File: src/rtl/ysyx_24080006_bus_err_resp.sv
// Default AXI4 slave: terminates unrouted or direction-illegal accesses with DECERR/SLVERR bursts.
// Read beats start 1 cycle after AR; B is 1 cycle after wlast; all outputs registered and held under backpressure.
module ysyx_24080006_bus_err_resp #(
  parameter int          NPC_MODE   = 0,
  parameter int          ID_W       = 4,
  parameter logic [31:0] RDATA_FILL = 32'hdead_beef,
  parameter int          CNT_W      = 16
) (
  input  logic             clock,
  input  logic             reset,

  input  logic             awvalid,
  output logic             awready,
  input  logic [31:0]      awaddr,
  input  logic [ID_W-1:0]  awid,
  input  logic [7:0]       awlen,

  input  logic             wvalid,
  output logic             wready,
  input  logic             wlast,

  output logic             bvalid,
  input  logic             bready,
  output logic [1:0]       bresp,
  output logic [ID_W-1:0]  bid,

  input  logic             arvalid,
  output logic             arready,
  input  logic [31:0]      araddr,
  input  logic [ID_W-1:0]  arid,
  input  logic [7:0]       arlen,

  output logic             rvalid,
  input  logic             rready,
  output logic [31:0]      rdata,
  output logic [1:0]       rresp,
  output logic [ID_W-1:0]  rid,
  output logic             rlast,

  input  logic             err_clr,
  output logic             err_valid,
  output logic [31:0]      err_addr,
  output logic             err_is_write,
  output logic [CNT_W-1:0] err_cnt
);

  localparam logic [1:0] RESP_SLVERR = 2'b10;
  localparam logic [1:0] RESP_DECERR = 2'b11;

  typedef enum logic {R_IDLE, R_DATA} r_state_t;
  typedef enum logic [1:0] {W_IDLE, W_DATA, W_RESP} w_state_t;

  function automatic logic in_range(input logic [31:0] a, input logic [31:0] lo,
                                    input logic [31:0] hi);
    return (a >= lo) && (a <= hi);
  endfunction

  // Anything that is readable somewhere is a real device, so a fault there is a
  // slave error; only addresses no device decodes get DECERR. The store-legal set
  // is a subset of this one, so it never changes the response code.
  function automatic logic load_legal(input logic [31:0] a);
    logic hit;
    hit = in_range(a, 32'h0f00_0000, 32'h0f00_1fff)
        | in_range(a, 32'h3000_0000, 32'h30ff_ffff)
        | in_range(a, 32'ha000_0000, 32'ha3ff_ffff)
        | in_range(a, 32'h0200_0000, 32'h0200_ffff)
        | in_range(a, 32'h1000_0000, 32'h1000_0fff)
        | in_range(a, 32'h1000_2000, 32'h1000_200f)
        | in_range(a, 32'h1001_1000, 32'h1001_1007)
        | in_range(a, 32'h2100_0000, 32'h211f_ffff);
    if (NPC_MODE != 0)
      hit = hit | in_range(a, 32'h8000_0000, 32'h87ff_ffff);
    return hit;
  endfunction

  function automatic logic [1:0] resp_code(input logic [31:0] a);
    return load_legal(a) ? RESP_SLVERR : RESP_DECERR;
  endfunction

  logic ar_hs;
  logic aw_hs;
  assign ar_hs = arvalid & arready;
  assign aw_hs = awvalid & awready;

  assign rdata = RDATA_FILL;

  // Burst termination is by wlast only, so awlen carries no information here.
  logic unused_awlen;
  assign unused_awlen = ^awlen;

  // ---------------------------------------------------------------- read
  r_state_t   r_state;
  logic [7:0] r_len;
  logic [7:0] r_cnt;

  always_ff @(posedge clock) begin
    if (reset) begin
      r_state <= R_IDLE;
      arready <= 1'b1;
      rvalid  <= 1'b0;
      rlast   <= 1'b0;
      rresp   <= 2'b00;
      rid     <= '0;
      r_len   <= 8'd0;
      r_cnt   <= 8'd0;
    end else begin
      case (r_state)
        R_IDLE: begin
          if (ar_hs) begin
            r_state <= R_DATA;
            arready <= 1'b0;
            rvalid  <= 1'b1;
            rlast   <= (arlen == 8'd0);
            rresp   <= resp_code(araddr);
            rid     <= arid;
            r_len   <= arlen;
            r_cnt   <= 8'd0;
          end
        end
        R_DATA: begin
          if (rvalid && rready) begin
            if (rlast) begin
              r_state <= R_IDLE;
              arready <= 1'b1;
              rvalid  <= 1'b0;
              rlast   <= 1'b0;
            end else begin
              r_cnt <= r_cnt + 8'd1;
              rlast <= ((r_cnt + 8'd1) == r_len);
            end
          end
        end
        default: begin
          r_state <= R_IDLE;
          arready <= 1'b1;
          rvalid  <= 1'b0;
          rlast   <= 1'b0;
        end
      endcase
    end
  end

  // ---------------------------------------------------------------- write
  w_state_t w_state;

  always_ff @(posedge clock) begin
    if (reset) begin
      w_state <= W_IDLE;
      awready <= 1'b1;
      wready  <= 1'b0;
      bvalid  <= 1'b0;
      bresp   <= 2'b00;
      bid     <= '0;
    end else begin
      case (w_state)
        W_IDLE: begin
          if (aw_hs) begin
            w_state <= W_DATA;
            awready <= 1'b0;
            wready  <= 1'b1;
            bresp   <= resp_code(awaddr);
            bid     <= awid;
          end
        end
        W_DATA: begin
          if (wvalid && wready && wlast) begin
            w_state <= W_RESP;
            wready  <= 1'b0;
            bvalid  <= 1'b1;
          end
        end
        W_RESP: begin
          if (bvalid && bready) begin
            w_state <= W_IDLE;
            bvalid  <= 1'b0;
            awready <= 1'b1;
          end
        end
        default: begin
          w_state <= W_IDLE;
          awready <= 1'b1;
          wready  <= 1'b0;
          bvalid  <= 1'b0;
        end
      endcase
    end
  end

  // ---------------------------------------------------------------- fault capture
  logic [1:0]     cnt_inc;
  logic [CNT_W:0] cnt_sum;
  assign cnt_inc = {1'b0, ar_hs} + {1'b0, aw_hs};
  assign cnt_sum = {1'b0, err_cnt} + {{(CNT_W-1){1'b0}}, cnt_inc};

  always_ff @(posedge clock) begin
    if (reset) begin
      err_valid    <= 1'b0;
      err_addr     <= 32'd0;
      err_is_write <= 1'b0;
      err_cnt      <= '0;
    end else begin
      // A new fault beats a simultaneous clear; a read beats a simultaneous write.
      if ((ar_hs || aw_hs) && (!err_valid || err_clr)) begin
        err_valid    <= 1'b1;
        err_addr     <= ar_hs ? araddr : awaddr;
        err_is_write <= !ar_hs;
      end else if (err_clr) begin
        err_valid    <= 1'b0;
        err_addr     <= 32'd0;
        err_is_write <= 1'b0;
      end
      if (cnt_sum[CNT_W])
        err_cnt <= '1;
      else
        err_cnt <= cnt_sum[CNT_W-1:0];
    end
  end

endmodule
File: config.mk
export PLATFORM = sky130hd
export DESIGN_NAME = ysyx_24080006_bus_err_resp
export DESIGN_NICKNAME = d
export VERILOG_FILES = /design/src/rtl/ysyx_24080006_bus_err_resp.sv
export SDC_FILE = /design/constraint.sdc
export NUM_CORES = 1
export LEC_CHECK = 0
export CORE_ASPECT_RATIO = 1.5
export CORE_UTILIZATION = 40
export CTS_CLUSTER_SIZE = 24
export DETAILED_ROUTE_END_ITERATION = 7
export PLACE_DENSITY = 0.83
export SLEW_MARGIN = 40
export SYNTH_ARGS = -nofsm -noshare
export SYNTH_HDL_FRONTEND = slang
export SYNTH_SLANG_ARGS = --single-unit
File: constraint.sdc
create_clock -name clock -period 2.7 [get_ports clock]
set_input_delay 0.405 -clock clock [delete_from_list [all_inputs] [get_ports clock]]
set_output_delay 0.405 -clock clock [all_outputs]
set_load 0.005 [all_outputs]
# Word-level counts from Yosys, hierarchy flattened
# Index checks and enable logic that the tools add are counted.
[totals]
ff_bits = 87
in_bits = 97
output_inout_bits = 100
word_cells = 162
[classes]
addsub = 3
order_cmp = 32
n_eq_ne = 10
mux = 42
bitwise = 20
n_reduce_logical = 37
[ops]
columns = ["op", "n"]
rows = [
  ["$ge A32 B29 Y1 const B", 6],
  ["$le A32 B29 Y1 const B", 6],
  ["$ge A32 B30 Y1 const B", 4],
  ["$le A32 B30 Y1 const B", 4],
  ["$mux W32", 3],
  ["$ge A32 B26 Y1 const B", 2],
  ["$ge A32 B28 Y1 const B", 2],
  ["$ge A32 B32 Y1 const B", 2],
  ["$le A32 B26 Y1 const B", 2],
  ["$le A32 B28 Y1 const B", 2],
  ["$le A32 B32 Y1 const B", 2],
  ["$mux W8", 3],
  ["$mux W1", 23],
  ["$logic_and A1 B1 Y1", 21],
  ["$reduce_and A3 Y1", 6],
  ["$add A16 B2 Y17", 1],
  ["$mux W16", 1],
  ["$pmux W8 S2", 1],
  ["$or A1 B1 Y1", 14],
  ["$ne A2 B2 Y1 const B", 6],
  ["$pmux W1 S3", 3],
  ["$add A8 B1 Y8 const B", 1],
  ["$eq A8 B8 Y1", 1],
  ["$logic_not A8 Y1", 1],
  ["14 further kinds", 27],
]

# Logic depth before layout (Yosys ltp)
[depth]
word_depth = 10
depth_mapped = 12
ltp_nobuf = 10

# Worst setup path after synthesis
# Ideal clock, no wire load.
[synth_timing]
path_type = "in2reg"
start = "input arvalid"
end = "register err_cnt[11]"
setup_time_ps = 70
arrival_time_ps = 2387
t_required_ps = 2630
setup_slack_ps = 242
stages = 12
path_buffers = 3
path_cell_list = "and2_1 -> buf_6 -> inv_4 -> buf_2 -> fa_1 -> inv_1 -> ha_1 -> nand3_1 -> nor4_4 -> nand2b_1 -> buf_2 -> a21oi_1"
[synth_between]
elab_chain_cells = 4
[synth_lines]
columns = ["item", "line", "rtl"]
rows = [
  ["start, declared", "27", "input logic arvalid,"],
  ["$and A1 B1 Y1", "82", "assign ar_hs = arvalid & arready;"],
  ["$add A1 B1 Y2", "192", "assign cnt_inc = {1'b0, ar_hs} + {1'b0, aw_hs};"],
  ["$add A16 B2 Y17", "193", "assign cnt_sum = {1'b0, err_cnt} + {{(CNT_W-1){1'b0}}, cnt_inc};"],
  ["$mux W16", "212", "if (cnt_sum[CNT_W])"],
  ["end signal, assigned", "215", "err_cnt <= cnt_sum[CNT_W-1:0];"],
  ["end, declared", "44", "output logic [CNT_W-1:0] err_cnt"],
]
# Every way passes these cells.
# A chain may end at the register's enable or synchronous reset.

# Worst setup path in the final report
[layout_timing]
start = "input arvalid"
end = "register err_cnt[7]"
# Same word-level chain as after synthesis.

==> impl_metrics.csv <==
group,metric,value,unit
route,drt_wl_total,14.0,mm
critical_path,worstSetupEndpointType,"flop",
grt,grt_pass1_vias,4782,
route,dr.pass1.iters,4,
route,met2_length,7.27,mm
sta,fin_crit_sh,0.942,
run_status,status,"finished clean",
clock_network,clkTransAtPathRegs,0.06,ns
pwr,p_leak,0.00243,uW
route,antenna_left,0,
sta,fmax,393,MHz
synthesis,syn_area_per_cell,7.64,sq um
synthesis,ys_seq_area_frac,0.381,
grt,grt.total_usage,0.242,
route,via_count,4794,
die,die_area,11900,sq um
critical_path,crit_required,2.95,ns
route,top_layer_used,"met4",
synthesis,ys_seq_elements,87,
grt,grt_overflow,0,
clock_network,cts_resized,0,
sta,slew_viol_final,0,
critical_path,path_max_fanout,6,
critical_path,r2r_start,"arready$_SDFFE_PP1P_",
clock_network,htreeDepth,3,
synthesis,yosysMostFrequentCell,"nand2_1",
critical_path,crit_arrival,2.79,ns
route,avgViaCountPerCell,5.34,
sta,clock_skew,0.00718,ns
route,wl_per_cell,15.6,um
synthesis,synth_enable_flop_cells,0,
sta,setup_slack,0.157,ns
sta,tightest_slew,0.606,ns
grt,grt_pass1_wl,22.4,mm
pwr,powerDensity,510,nW/um^2
route,m1WireLength,5.31,mm
clock_network,cts_tree,"yes",
grt,grt_max_degree,45,
route,initialDrtViolationCount,198,
critical_path,path_class,"input port to flop",
placed_design,routabilityCongestion,0.885,
die,core.rowCount,47,
sta,finalCriticalPeriod,2.54,ns
synthesis,synthTopCellsByArea,"dfxtp_1 (38%), nand2_1 (8.8%), a21oi_1 (7.3%)",
route,drc,0,
pwr,finalPower,3290,uW
layout,drive_gt1_frac,0.0719,
synthesis,yosysTopAreaCellShare,0.381,
placed_design,place_ws,-0.234,ns
clock_network,post_cts_buffers,0,
grt,antenna_found_initial,0,
critical_path,start_kind,"input port",
synthesis,yosysWarnings,0,
sta,hold_viol_final,0,
clock_network,cts_buffers,9,
layout,n_antenna_cell,0,
placed_design,numPortBuffers,156,
synthesis,syn_area,4570,sq um
synthesis,async_flop_share,0,
sta,slew-limit-headroom,0.596,
sta,rsz0062_at_grt,"no",
synthesis,yosysUniqueCellTypes,62,
layout,nNetsFinal,846,
placed_design,dpl.hpwl,10.5,mm
layout,areaGrowthSynthToFinish,41.1,%
die,start_util,0.414,
run,drv_cap,0,
min_path,hp-class,"flop to flop",
critical_path,crit_path_start,"arvalid",
synthesis,synth_common_cells,"nand2_1 (107), dfxtp_1 (87), a21oi_1 (67), nor2_1 (67), a31oi_1 (39)",
route,wl_met3,855,um
clock_network,root_buffer,"clkbuf_16",
die,core-area,11100,sq um
layout,fillers,1017,
synthesis,yosys.area.top_type,"dfxtp_1",
die,fp.dieW,89.3,um
clock_network,clock_latency,0.33,ns
synthesis,netlist_instances,599,
clock_network,cts.sinks,87,
pwr,ir_worst_vdd,0.300,mV
die,pin_count,197,
clock_network,hold_buffers,0,
clock_network,cts_max_path_buffers,2,
sta,setup_viol,0,
min_path,holdCritStartpoint,"rid[2]$_SDFFE_PP0P_",
die,fp.dieH,133,um
synthesis,synth_ff_type,"dfxtp_1",
==> final cells by class <==
class                           count  area, sq um  area share
Clock buffer                       10          239      0.0370
Clock inverter                      6         45.0     0.00698
Inverter                           13         51.3     0.00795
Multi-Input combinational cell    460         2480       0.384
Sequential cell                    87         1740       0.270
Tap cell                          147          184      0.0285
Timing Repair Buffer              175         1710       0.265
==> routing by layer <==
metal,vias up,GRT usage
met5,-,0
met4,0,0.131
met3,38,0.0455
met2,210,0.433
met1,2229,0.258
li1,2317,-
==> state kept, by name (all words and copies together), names as in the netlist <==
register / flops
rvalid: 1
r_cnt: 8
err_addr: 32
awready: 1
rlast: 1
bresp: 2
w_state: 2
bid: 4
r_len: 8
wready: 1
err_valid: 1
err_is_write: 1
arready: 1
bvalid: 1
rresp: 2
err_cnt: 16
r_state: 1
rid: 4
==> per-stage QoR <==
step	instance area (sq um)	hold WS, ns	utilization	setup TNS [ns]	instances
after floorplan	4690	0.448	-	0	629
after global placement	6160	0.442	0.558	-0.224	882
after detailed placement	6160	0.447	0.558	-1.52	882
after CTS	6450	0.456	0.583	0	898
after global routing	6450	0.470	0.584	0	898
final	6450	0.453	0.584	0	898
==> cells in the final DEF, fill, tap and decap left out, types with 9 or more instances in the layout <==
| cell type | instances |
|---|---|
| nor4_1 | 10 |
| a21oi_1 | 67 |
| xor2_1 | 9 |
| nor2_1 | 67 |
| clkbuf_16 | 9 |
| buf_4 | 18 |
| dfxtp_1 | 87 |
| a31oi_1 | 39 |
| conb_1 | 32 |
| clkdlybuf4s50_1 | 155 |
| inv_1 | 11 |
| a21oi_2 | 10 |
| nand2_1 | 107 |
| nand3_1 | 16 |
| xnor2_1 | 10 |
| o21ai_0 | 9 |
==> path summary, 6_finish.rpt <==
check	end	slack [ns]	cells past startpoint
max	err_cnt[7]$_SDFF_PP0_	0.16	11
min reg2reg	rid[2]$_SDFFE_PP0P_	0.45	2
max reg2reg	err_cnt[7]$_SDFF_PP0_	0.35	10
min	rid[2]$_SDFFE_PP0P_	0.45	2
==> power by group <==
part,total [uW],leakage [uW],switching (uW),internal [uW]
Sequential,1420,0.000711,59.5,1360
Combinational,692,0.00157,332,361
Clock,1180,0.000143,524,654
==> kinds of logic (layout without fill, tap and decap cells) <==
family                   count (synthesis)  after routing  synth area share
AO/OA/AOI/OAI                          149            149             0.198
XOR/XNOR                                19             19            0.0364
adder cells (fa/ha/maj)                  3              3           0.00985
buffers and inverters                   82            204             0.103
flip-flops                              87             87             0.381
multiplexers                             5              5            0.0109
other                                    2             32           0.00164
AND/OR/NAND/NOR                        252            252             0.260
==> critical path, cell delays in order <==
cell,delay (ns)
clkdlybuf4s50_1,0.47
and2_1,0.21
inv_4,0.05
fa_1,0.40
inv_1,0.09
ha_1,0.17
nand3_1,0.20
nor4_4,0.28
nand2b_1,0.16
buf_4,0.19
a21oi_1,0.17
(Power assumes the default switching activity.)
